## src/rtl/alu_req_arbiter.sv

```systemverilog
// rtl/alu_req_arbiter.sv - round-robin arbiter sharing one pipelined ALU among NUM_REQ requesters
// Optional grant counter enabled by defining ALU_ARB_PERF_CNT_EN.
module alu_req_arbiter #(
    parameter int NUM_REQ = 4,
    parameter int WIDTH   = 128,
    parameter int ALU_LAT = 2
) (
    input  logic                     clk,
    input  logic                     rst,
    input  logic                     arb_en,
    input  logic [NUM_REQ-1:0]       req_valid,
    output logic [NUM_REQ-1:0]       req_ready,
    input  logic [4*NUM_REQ-1:0]     req_opcode,
    input  logic [WIDTH*NUM_REQ-1:0] req_input1,
    input  logic [WIDTH*NUM_REQ-1:0] req_input2,
    input  logic [5*NUM_REQ-1:0]     req_shift,
    output logic [3:0]               alu_opcode,
    output logic [WIDTH-1:0]         alu_input1,
    output logic [WIDTH-1:0]         alu_input2,
    output logic [4:0]               alu_shift,
    input  logic [WIDTH-1:0]         alu_result,
    input  logic                     alu_carry,
    input  logic                     alu_zero,
    input  logic                     alu_sign,
    output logic [NUM_REQ-1:0]       rsp_valid,
    output logic [WIDTH-1:0]         rsp_result,
    output logic                     rsp_carry,
    output logic                     rsp_zero,
    output logic                     rsp_sign,
    output logic                     rsp_err,
    output logic [31:0]              perf_grants
);
    localparam int IDX_W = (NUM_REQ > 1) ? $clog2(NUM_REQ) : 1;

    logic [IDX_W-1:0]   ptr;
    logic [IDX_W-1:0]   gidx;
    logic [NUM_REQ-1:0] grant;
    logic               found;
    logic               accept;
    logic [3:0]         sel_op;
    logic [WIDTH-1:0]   sel_in1;
    logic [WIDTH-1:0]   sel_in2;
    logic [4:0]         sel_sh;
    logic               sel_err;

    logic [ALU_LAT-1:0] tag_valid;
    logic [ALU_LAT-1:0] tag_err;
    logic [NUM_REQ-1:0] tag_owner [ALU_LAT];

    // First valid requester at or after ptr, wrapping past the top index.
    always_comb begin
        grant = '0;
        gidx  = '0;
        found = 1'b0;
        if (arb_en) begin
            for (int k = 0; k < NUM_REQ; k++) begin
                for (int j = 0; j < NUM_REQ; j++) begin
                    if (!found && (j == (int'(ptr) + k) % NUM_REQ) && req_valid[j]) begin
                        grant[j] = 1'b1;
                        gidx     = IDX_W'(j);
                        found    = 1'b1;
                    end
                end
            end
        end
    end

    always_comb begin
        sel_op  = '0;
        sel_in1 = '0;
        sel_in2 = '0;
        sel_sh  = '0;
        for (int j = 0; j < NUM_REQ; j++) begin
            if (grant[j]) begin
                sel_op  = req_opcode[4*j +: 4];
                sel_in1 = req_input1[WIDTH*j +: WIDTH];
                sel_in2 = req_input2[WIDTH*j +: WIDTH];
                sel_sh  = req_shift[5*j +: 5];
            end
        end
    end

    assign sel_err   = (sel_op > 4'd8) || ((sel_op == 4'd6) && (sel_in2 == '0));
    assign req_ready = grant;
    assign accept    = |grant;

    always_ff @(posedge clk or posedge rst) begin
        if (rst) begin
            ptr        <= '0;
            alu_opcode <= 4'hF;
            alu_input1 <= '0;
            alu_input2 <= '0;
            alu_shift  <= '0;
        end else if (accept) begin
            ptr        <= (gidx == IDX_W'(NUM_REQ - 1)) ? '0 : gidx + 1'b1;
            alu_opcode <= sel_op;
            alu_input1 <= sel_in1;
            alu_input2 <= sel_in2;
            alu_shift  <= sel_sh;
        end else begin
            alu_opcode <= 4'hF;
        end
    end

    // Tag pipeline tracks each issued op alongside the ALU; it never stalls.
    always_ff @(posedge clk or posedge rst) begin
        if (rst) begin
            tag_valid <= '0;
            tag_err   <= '0;
            for (int s = 0; s < ALU_LAT; s++) tag_owner[s] <= '0;
        end else begin
            tag_valid[0] <= accept;
            tag_err[0]   <= sel_err;
            tag_owner[0] <= grant;
            for (int s = 1; s < ALU_LAT; s++) begin
                tag_valid[s] <= tag_valid[s-1];
                tag_err[s]   <= tag_err[s-1];
                tag_owner[s] <= tag_owner[s-1];
            end
        end
    end

    always_ff @(posedge clk or posedge rst) begin
        if (rst) begin
            rsp_valid  <= '0;
            rsp_result <= '0;
            rsp_carry  <= 1'b0;
            rsp_zero   <= 1'b0;
            rsp_sign   <= 1'b0;
            rsp_err    <= 1'b0;
        end else if (tag_valid[ALU_LAT-1]) begin
            rsp_valid  <= tag_owner[ALU_LAT-1];
            rsp_err    <= tag_err[ALU_LAT-1];
            rsp_result <= tag_err[ALU_LAT-1] ? '0 : alu_result;
            rsp_carry  <= alu_carry & ~tag_err[ALU_LAT-1];
            rsp_zero   <= alu_zero  & ~tag_err[ALU_LAT-1];
            rsp_sign   <= alu_sign  & ~tag_err[ALU_LAT-1];
        end else begin
            rsp_valid  <= '0;
        end
    end

`ifdef ALU_ARB_PERF_CNT_EN
    always_ff @(posedge clk or posedge rst) begin
        if (rst) begin
            perf_grants <= '0;
        end else if (accept && (perf_grants != 32'hFFFF_FFFF)) begin
            perf_grants <= perf_grants + 32'd1;
        end
    end
`else
    assign perf_grants = '0;
`endif

endmodule

```

## config.mk

```make
export PLATFORM = sky130hd
export DESIGN_NAME = alu_req_arbiter
export DESIGN_NICKNAME = d
export VERILOG_FILES = /design/src/rtl/alu_req_arbiter.sv
export SDC_FILE = /design/constraint.sdc
export NUM_CORES = 1
export LEC_CHECK = 0
export ABC_AREA = 1
export BUFFER_PORTS_ARGS = -buffer_cell sky130_fd_sc_hd__buf_2
export CAP_MARGIN = 20
export CORE_AREA = 3 3 630 632
export DETAILED_ROUTE_END_ITERATION = 16
export DIE_AREA = 0 0 633 635
export REMOVE_ABC_BUFFERS = 1
export SLEW_MARGIN = 20
export SYNTH_ARGS = -nofsm -noshare
export SYNTH_HDL_FRONTEND = slang
export SYNTH_SLANG_ARGS = --single-unit
```

## constraint.sdc

```tcl
create_clock -name clk -period 21.4 [get_ports clk]
set_input_delay 0 -clock clk [delete_from_list [all_inputs] [get_ports clk]]
set_output_delay 0 -clock clk [all_outputs]
set_load 0.1 [all_outputs]
```

**Word-level counts from Yosys, hierarchy flattened**

Index checks and enable logic that the tools add are counted.

- Bits in registers: 415
- Latch bits: 0
- RAM bits: 0
- Bits in read-only memories: 0
- Input port bits: 1198
- Output and inout port bits: 437
- Word-level logic and storage cells: 180
- Memories: 0

- $add $sub $neg: 4
- $mul: 0
- Divide/modulo/power cells: 0
- Magnitude comparators: 1
- Eq/ne operators: 14
- Shift operators: 0
- Mux-type cells: 82
- Bitwise logic cells: 7
- Reductions and logical operators: 57

Operator list:

| kind | count |
|---|---|
| 128-bit 2-to-1 mux | 9 |
| 128-bit logical NOT | 1 |
| 32-bit logical NOT | 4 |
| 1-bit 2-to-1 mux | 46 |
| 1-bit logical AND | 32 |
| 2-bit 2-to-1 mux | 16 |
| 4-bit 2-to-1 mux | 7 |
| 5-bit 2-to-1 mux | 4 |
| 3-bit equality test, first input constant | 6 |
| 1-bit logical NOT | 15 |
| 2-bit by 3-bit equality test with 1-bit output, first input constant | 3 |
| 2-bit OR reduction | 3 |
| 2-bit by 1-bit adder with 2-bit output, second input constant | 2 |
| 2-bit adder, second input constant | 2 |
| 2-bit equality test, first input constant | 2 |
| 4-bit by 3-bit equality test with 1-bit output, second input constant | 1 |
| 4-bit greater-than comparator, second input constant | 1 |
| 4-bit OR reduction | 1 |
| 1-bit AND | 3 |
| 1-bit AND, first input constant | 3 |
| 1-bit by 2-bit equality test with 1-bit output, first input constant | 1 |
| 2-bit equality test, second input constant | 1 |
| 1-bit logical OR | 1 |
| 1-bit inverter | 1 |

**Logic depth before layout (Yosys ltp)**

- Word-level depth: 86
- Gate-level depth with buffers: 24
- Depth with buffers taken out: 23

**Worst setup path before layout**

Ideal clock, no wire load.

- Path kind: reg-to-reg
- From: register ptr[1]
- To: register alu_input1[0]
- Library setup time: 0.073 ns
- Arrival: 3.279 ns
- Required time: 21.327 ns
- Setup slack: 18.048 ns
- Cell stages (with the launch flop): 18
- Path buffers: 3
- Clock period less this slack: 3.352 ns
- Cell sequence: dfrtp_1 > inv_1 > nand3_1 > nand2_1 > nor2_2 > nand4_2 > nor2_4 > nand4_2 > nor3_1 > nor2_1 > nand2_2 > nand2_4 > clkinv_2 > buf_4 > buf_4 > clkbuf_1 > nand2_1 > nand3_1

- Longest elaborated chain between the ends: 80
- Elaborated cells between the ends (all ways): 122
- Those cells by class: add/sub (3); eq/ne (12); mux (50); bitwise (3); reduce/logical (54)

RTL lines:

| what | line | text |
|---|---|---|
| start, declared | 35 | `logic [IDX_W-1:0] ptr;` |
| start signal, assigned | 95 | `ptr <= (gidx == IDX_W'(NUM_REQ - 1)) ? '0 : gidx + 1'b1;` |
| 32-bit logical NOT | 58 | `if (!found && (j == (int'(ptr) + k) % NUM_REQ) && req_valid[j]) begin` |
| 1-bit logical AND | 58 |  |
| 1-bit 2-to-1 mux | 58 |  |
| 1-bit 2-to-1 mux | 55 | `if (arb_en) begin` |
| 1-bit logical NOT | 58 |  |
| 1-bit logical AND (2 in series) | 58 |  |
| 1-bit 2-to-1 mux | 58 |  |
| 1-bit 2-to-1 mux | 55 |  |
| [... 63 more ...] | -- |  |
| 1-bit 2-to-1 mux | 58 |  |
| 1-bit 2-to-1 mux | 55 |  |
| 1-bit logical NOT | 58 |  |
| 1-bit logical AND (2 in series) | 58 |  |
| 1-bit 2-to-1 mux * | 58 |  |
| 4-bit 2-to-1 mux * | 55 |  |
| net req_ready[3] | 12 | `output logic [NUM_REQ-1:0] req_ready,` |
| 4-bit OR reduction / 128-bit 2-to-1 mux (equally long branches) | 85, 74 |  |
| end signal, assigned | 97 | `alu_input1 <= sel_in1;` |
| end, declared | 18 | `output logic [WIDTH-1:0] alu_input1,` |

The timed path passes the listed nets; every way through them passes the cells marked *. The select of a mux whose other input is x is not followed.
A chain may end at the register's enable or synchronous reset.

**Worst setup path in the final report**

- From: register ptr[1]
- To: register tag_err[0]

- Longest elaborated chain between the ends: 83
- Elaborated cells between the ends (all ways): 130
- Those cells by class: add/sub (3); order compare (1); eq/ne (13); mux (54); bitwise (3); reduce/logical (56)

RTL lines:

| what | line | text |
|---|---|---|
| 32-bit logical NOT | 58 |  |
| 1-bit logical AND | 58 |  |
| 1-bit 2-to-1 mux | 58 |  |
| 1-bit 2-to-1 mux | 55 |  |
| 1-bit logical NOT | 58 |  |
| 1-bit logical AND (2 in series) | 58 |  |
| 1-bit 2-to-1 mux | 58 |  |
| 1-bit 2-to-1 mux | 55 |  |
| [... 66 more ...] | -- |  |
| 1-bit logical AND (2 in series) | 58 |  |
| 1-bit 2-to-1 mux | 58 |  |
| 4-bit 2-to-1 mux * | 55 |  |
| 128-bit 2-to-1 mux / 4-bit 2-to-1 mux (equally long branches) | 74 | `if (grant[j]) begin` |
| 128-bit logical NOT / 4-bit by 3-bit equality test with 1-bit output (equally long branches) | 83 | `assign sel_err = (sel_op > 4'd8) \|\| ((sel_op == 4'd6) && (sel_in2 == '0));` |
| 1-bit logical AND | 83 |  |
| 1-bit logical OR * | 83 |  |
| net sel_err | 44 | `logic sel_err;` |
| end signal, assigned | 113 | `tag_err[0] <= sel_err;` |
| end signal, assigned by index | 117 | `tag_err[s] <= tag_err[s-1];` |
| end, declared | 47 | `logic [ALU_LAT-1:0] tag_err;` |

Marked as above.

==> run summary <==
Post-DP HPWL: 328 mm
CTS sink count: 415
post-CTS setup repair buffer count: 0
first-pass GRT wire length: 455 mm
drt total wl: 379 mm
crit share post-route: 28.6%
count of cell types in the netlist: 37
sequential share of power: 14.7%
Pint: 3680 uW
FFs w/ async S/R, synth: 100%
fin util: 12.7%
Sw Share: 63.2%
worst hold-check slack: -8.42 ps
pin slew with the least headroom to its limit: 1060 ps
count leader, synth: nand2_1
Critical Path RT: 22,070 ps
Chip Width: 633 um
setup violators final: 0
largest net degree at the start of global routing: 100
number of nets in the layout: 6,490
port bufs: 1,602
drt drc: 0
CORE AREA: 392,000 um^2
Logic pwr share: 72.5%
Post-synth top flop: dfrtp_1
FP Rows: 230
Post-synth EDFFs: 0
CP Max Fanout: 67
Place WS: 15,730 ps
IO Count: 1,635
Slew Viols, Final: 0
RSZ-0062 raised after global routing: no
H-tree depth: 3
Resized Gates After CTS: 0
area leader, netlist: dfrtp_1
CTS buffer count: 76
initial antenna violation count: 495
Clock Tree Root: clkbuf_16
Setup crit start kind: flip-flop
Vias/cell: 3.28
slew margin rel.: 29.2%
status: finished, violations left
Max Cap Viol: 0
Vias: 35,400
Post-Route Setup TNS: 0 ps
Critical Path AT: 6800 ps
clock-pin slew on the worst setup and hold paths: 60 ps
area grow syn2layout: 130%
Worst setup EP type: flip-flop
Mapped Area: 21,700 um^2
Tmin final: 6130 ps
vias in the first global route: 34,600
peak supply drop: 0.0826 mV
synth warn: 0
post-route ant nets: 0
CP Class: reg -> reg
failing checks: negative hold slack
Clock Skews: 76.8 ps
Synth top area share: 47.3%
worst-skew pair later-pin latency: 840 ps
Mapped Cells: 2,655
die height: 635 um
fin area: 49,900 um^2
worst setup slack after layout: 15,270 ps
Cell Pwr Density: 200 nW/um^2
TritonCTS clock tree: yes
Clock power frac: 12.8%
Lkg Pwr: 0.0233 uW
clk buf depth: 4
fmax: 163 MHz
sequential share of the synthesized area: 47.8%
drt first pass iters: 7
Initial Utilization: 5.55%
Starting DRT DRC Count: 3,031
GP Congestion: 1.07
layout cell share with drive strength beyond 1: 33.7%
wire length per cell: 35.1 um
final hold vios: 1
HP Class: in -> reg
synthesized area per cell: 8.19 um^2
flops & latches, synth: 415
P_sw: 6320 uW
Synth area leaders: dfrtp_1 47%, nand2_1 14%, a22o_1 11%
grt ovf: 0
placed cell areas: 35,900 um^2
Tot GR Track Use: 18.2%
top cells by count, synth: 802 x nand2_1, 411 x dfrtp_1, 403 x nand3_1
Post-CTS Hold Buffers: 1,100
Pwr Total: 10000 uW
Die ar.: 402,000 um^2
sequential cells by signal, indices dropped and copies added (netlist names), 2 cells and up:
name / flops
tag_err: 2
alu_opcode: 4
ptr: 2
rsp_result: 128
tag_valid: 2
alu_shift: 5
alu_input1: 128
tag_owner: 8
alu_input2: 128
rsp_valid: 4
power by group through the flow:
stage,logic (uW),registers [uW],clock network (uW)
floorplan,1650,4080,0
global placement,6430,1470,0
detailed placement,6430,1480,0
CTS,7330,1470,1340
global route,7560,1510,1360
finish,7250,1470,1280
cell usage in the layout (no fill, tap or decap), types with 44 or more instances in the layout:
cell	synthesis	layout
nand3_1	403	403
a21oi_1	143	142
buf_4	44	44
a21o_1	104	104
nand2_1	802	800
dfrtp_1	411	411
dlygate4sd3_1	0	1100
diode_2	0	234
buf_2	35	1601
inv_1	87	86
nand3b_1	51	51
a22o_1	264	264
clkbuf_16	0	76
nor2_1	123	120
through the flow:
stage	hold slack, ps	instances
6_report	-8.42	10800
5_1_grt	22.3	10700
4_1_cts	0.266	10600
3_5_place_dp	138	9334
3_3_place_gp	130	9333
2_1_floorplan	133	2464
layer usage:
metal / up-vias / GRT usage (%) / routed length [um]
met5: - / 0 / 1660
met3: 1156 / 7.40 / 38000
li1: 14600 / - / -
met4: 226 / 10.5 / 27300
met1: 16900 / 17.7 / 125000
met2: 2529 / 32.3 / 187000
worst max-delay path: stages, from the launching register on:
cell and delay (ps):
dfrtp_1 430, inv_1 130, nand3_1 150, nand2_1 120
nor2_2 110, nand4_2 130, nor2_4 150, nand4_2 140
nor3_1 280, nor2_1 90, nand2_2 620, nand2_4 360
clkinv_8 460, buf_4 700, nand2_1 130, nand3b_1 140
dlygate4sd3_1 610, nor2_1 60, nand4_1 210, nor2_2 50
nand3_1 90, dlygate4sd3_1 550, o21bai_1 70
final timing paths:
kind,start,endpoint,slack (ps),depth (start not counted)
min reg2reg,tag_owner[4]$_DFF_PP0_,tag_owner[0]$_DFF_PP0_,340,0
min,req_input2[505],alu_input2[121]$_DFFE_PP0N_,-8,4
max in group asynchronous,rst,alu_input2[43]$_DFFE_PP0N_,17450,8
max reg2reg,ptr[1]$_DFFE_PP0N_,tag_err[0]$_DFF_PP0_,15270,22
max,ptr[1]$_DFFE_PP0N_,tag_err[0]$_DFF_PP0_,15270,22
min in group asynchronous,rst,rsp_valid[3]$_DFF_PP0_,470,4
area by class of cell:
| cell class | instances | area (um^2) |
|---|---|---|
| multi-input cells | 1958 | 10100 |
| clock buffers | 101 | 2150 |
| inverters | 91 | 372 |
| fillers | 45400 | 342000 |
| diodes | 234 | 586 |
| clock inverters | 29 | 309 |
| well taps | 5220 | 6530 |
| repair buffers | 2750 | 19500 |
| flip-flops and latches | 415 | 10400 |
logic make-up (layout without fill, tap and decap cells):
| group | count (synthesis) | in the layout | synth area share (%) |
|---|---|---|---|
| AOI/OAI and AO/OA | 519 | 519 | 17.8 |
| buffers and inverters | 313 | 2971 | 6.37 |
| DFF | 415 | 415 | 47.8 |
| other | 1 | 266 | 0.0172 |
| and+or+nand+nor | 1407 | 1407 | 28.0 |
No activity file was read; power rests on OpenSTA's default activity.
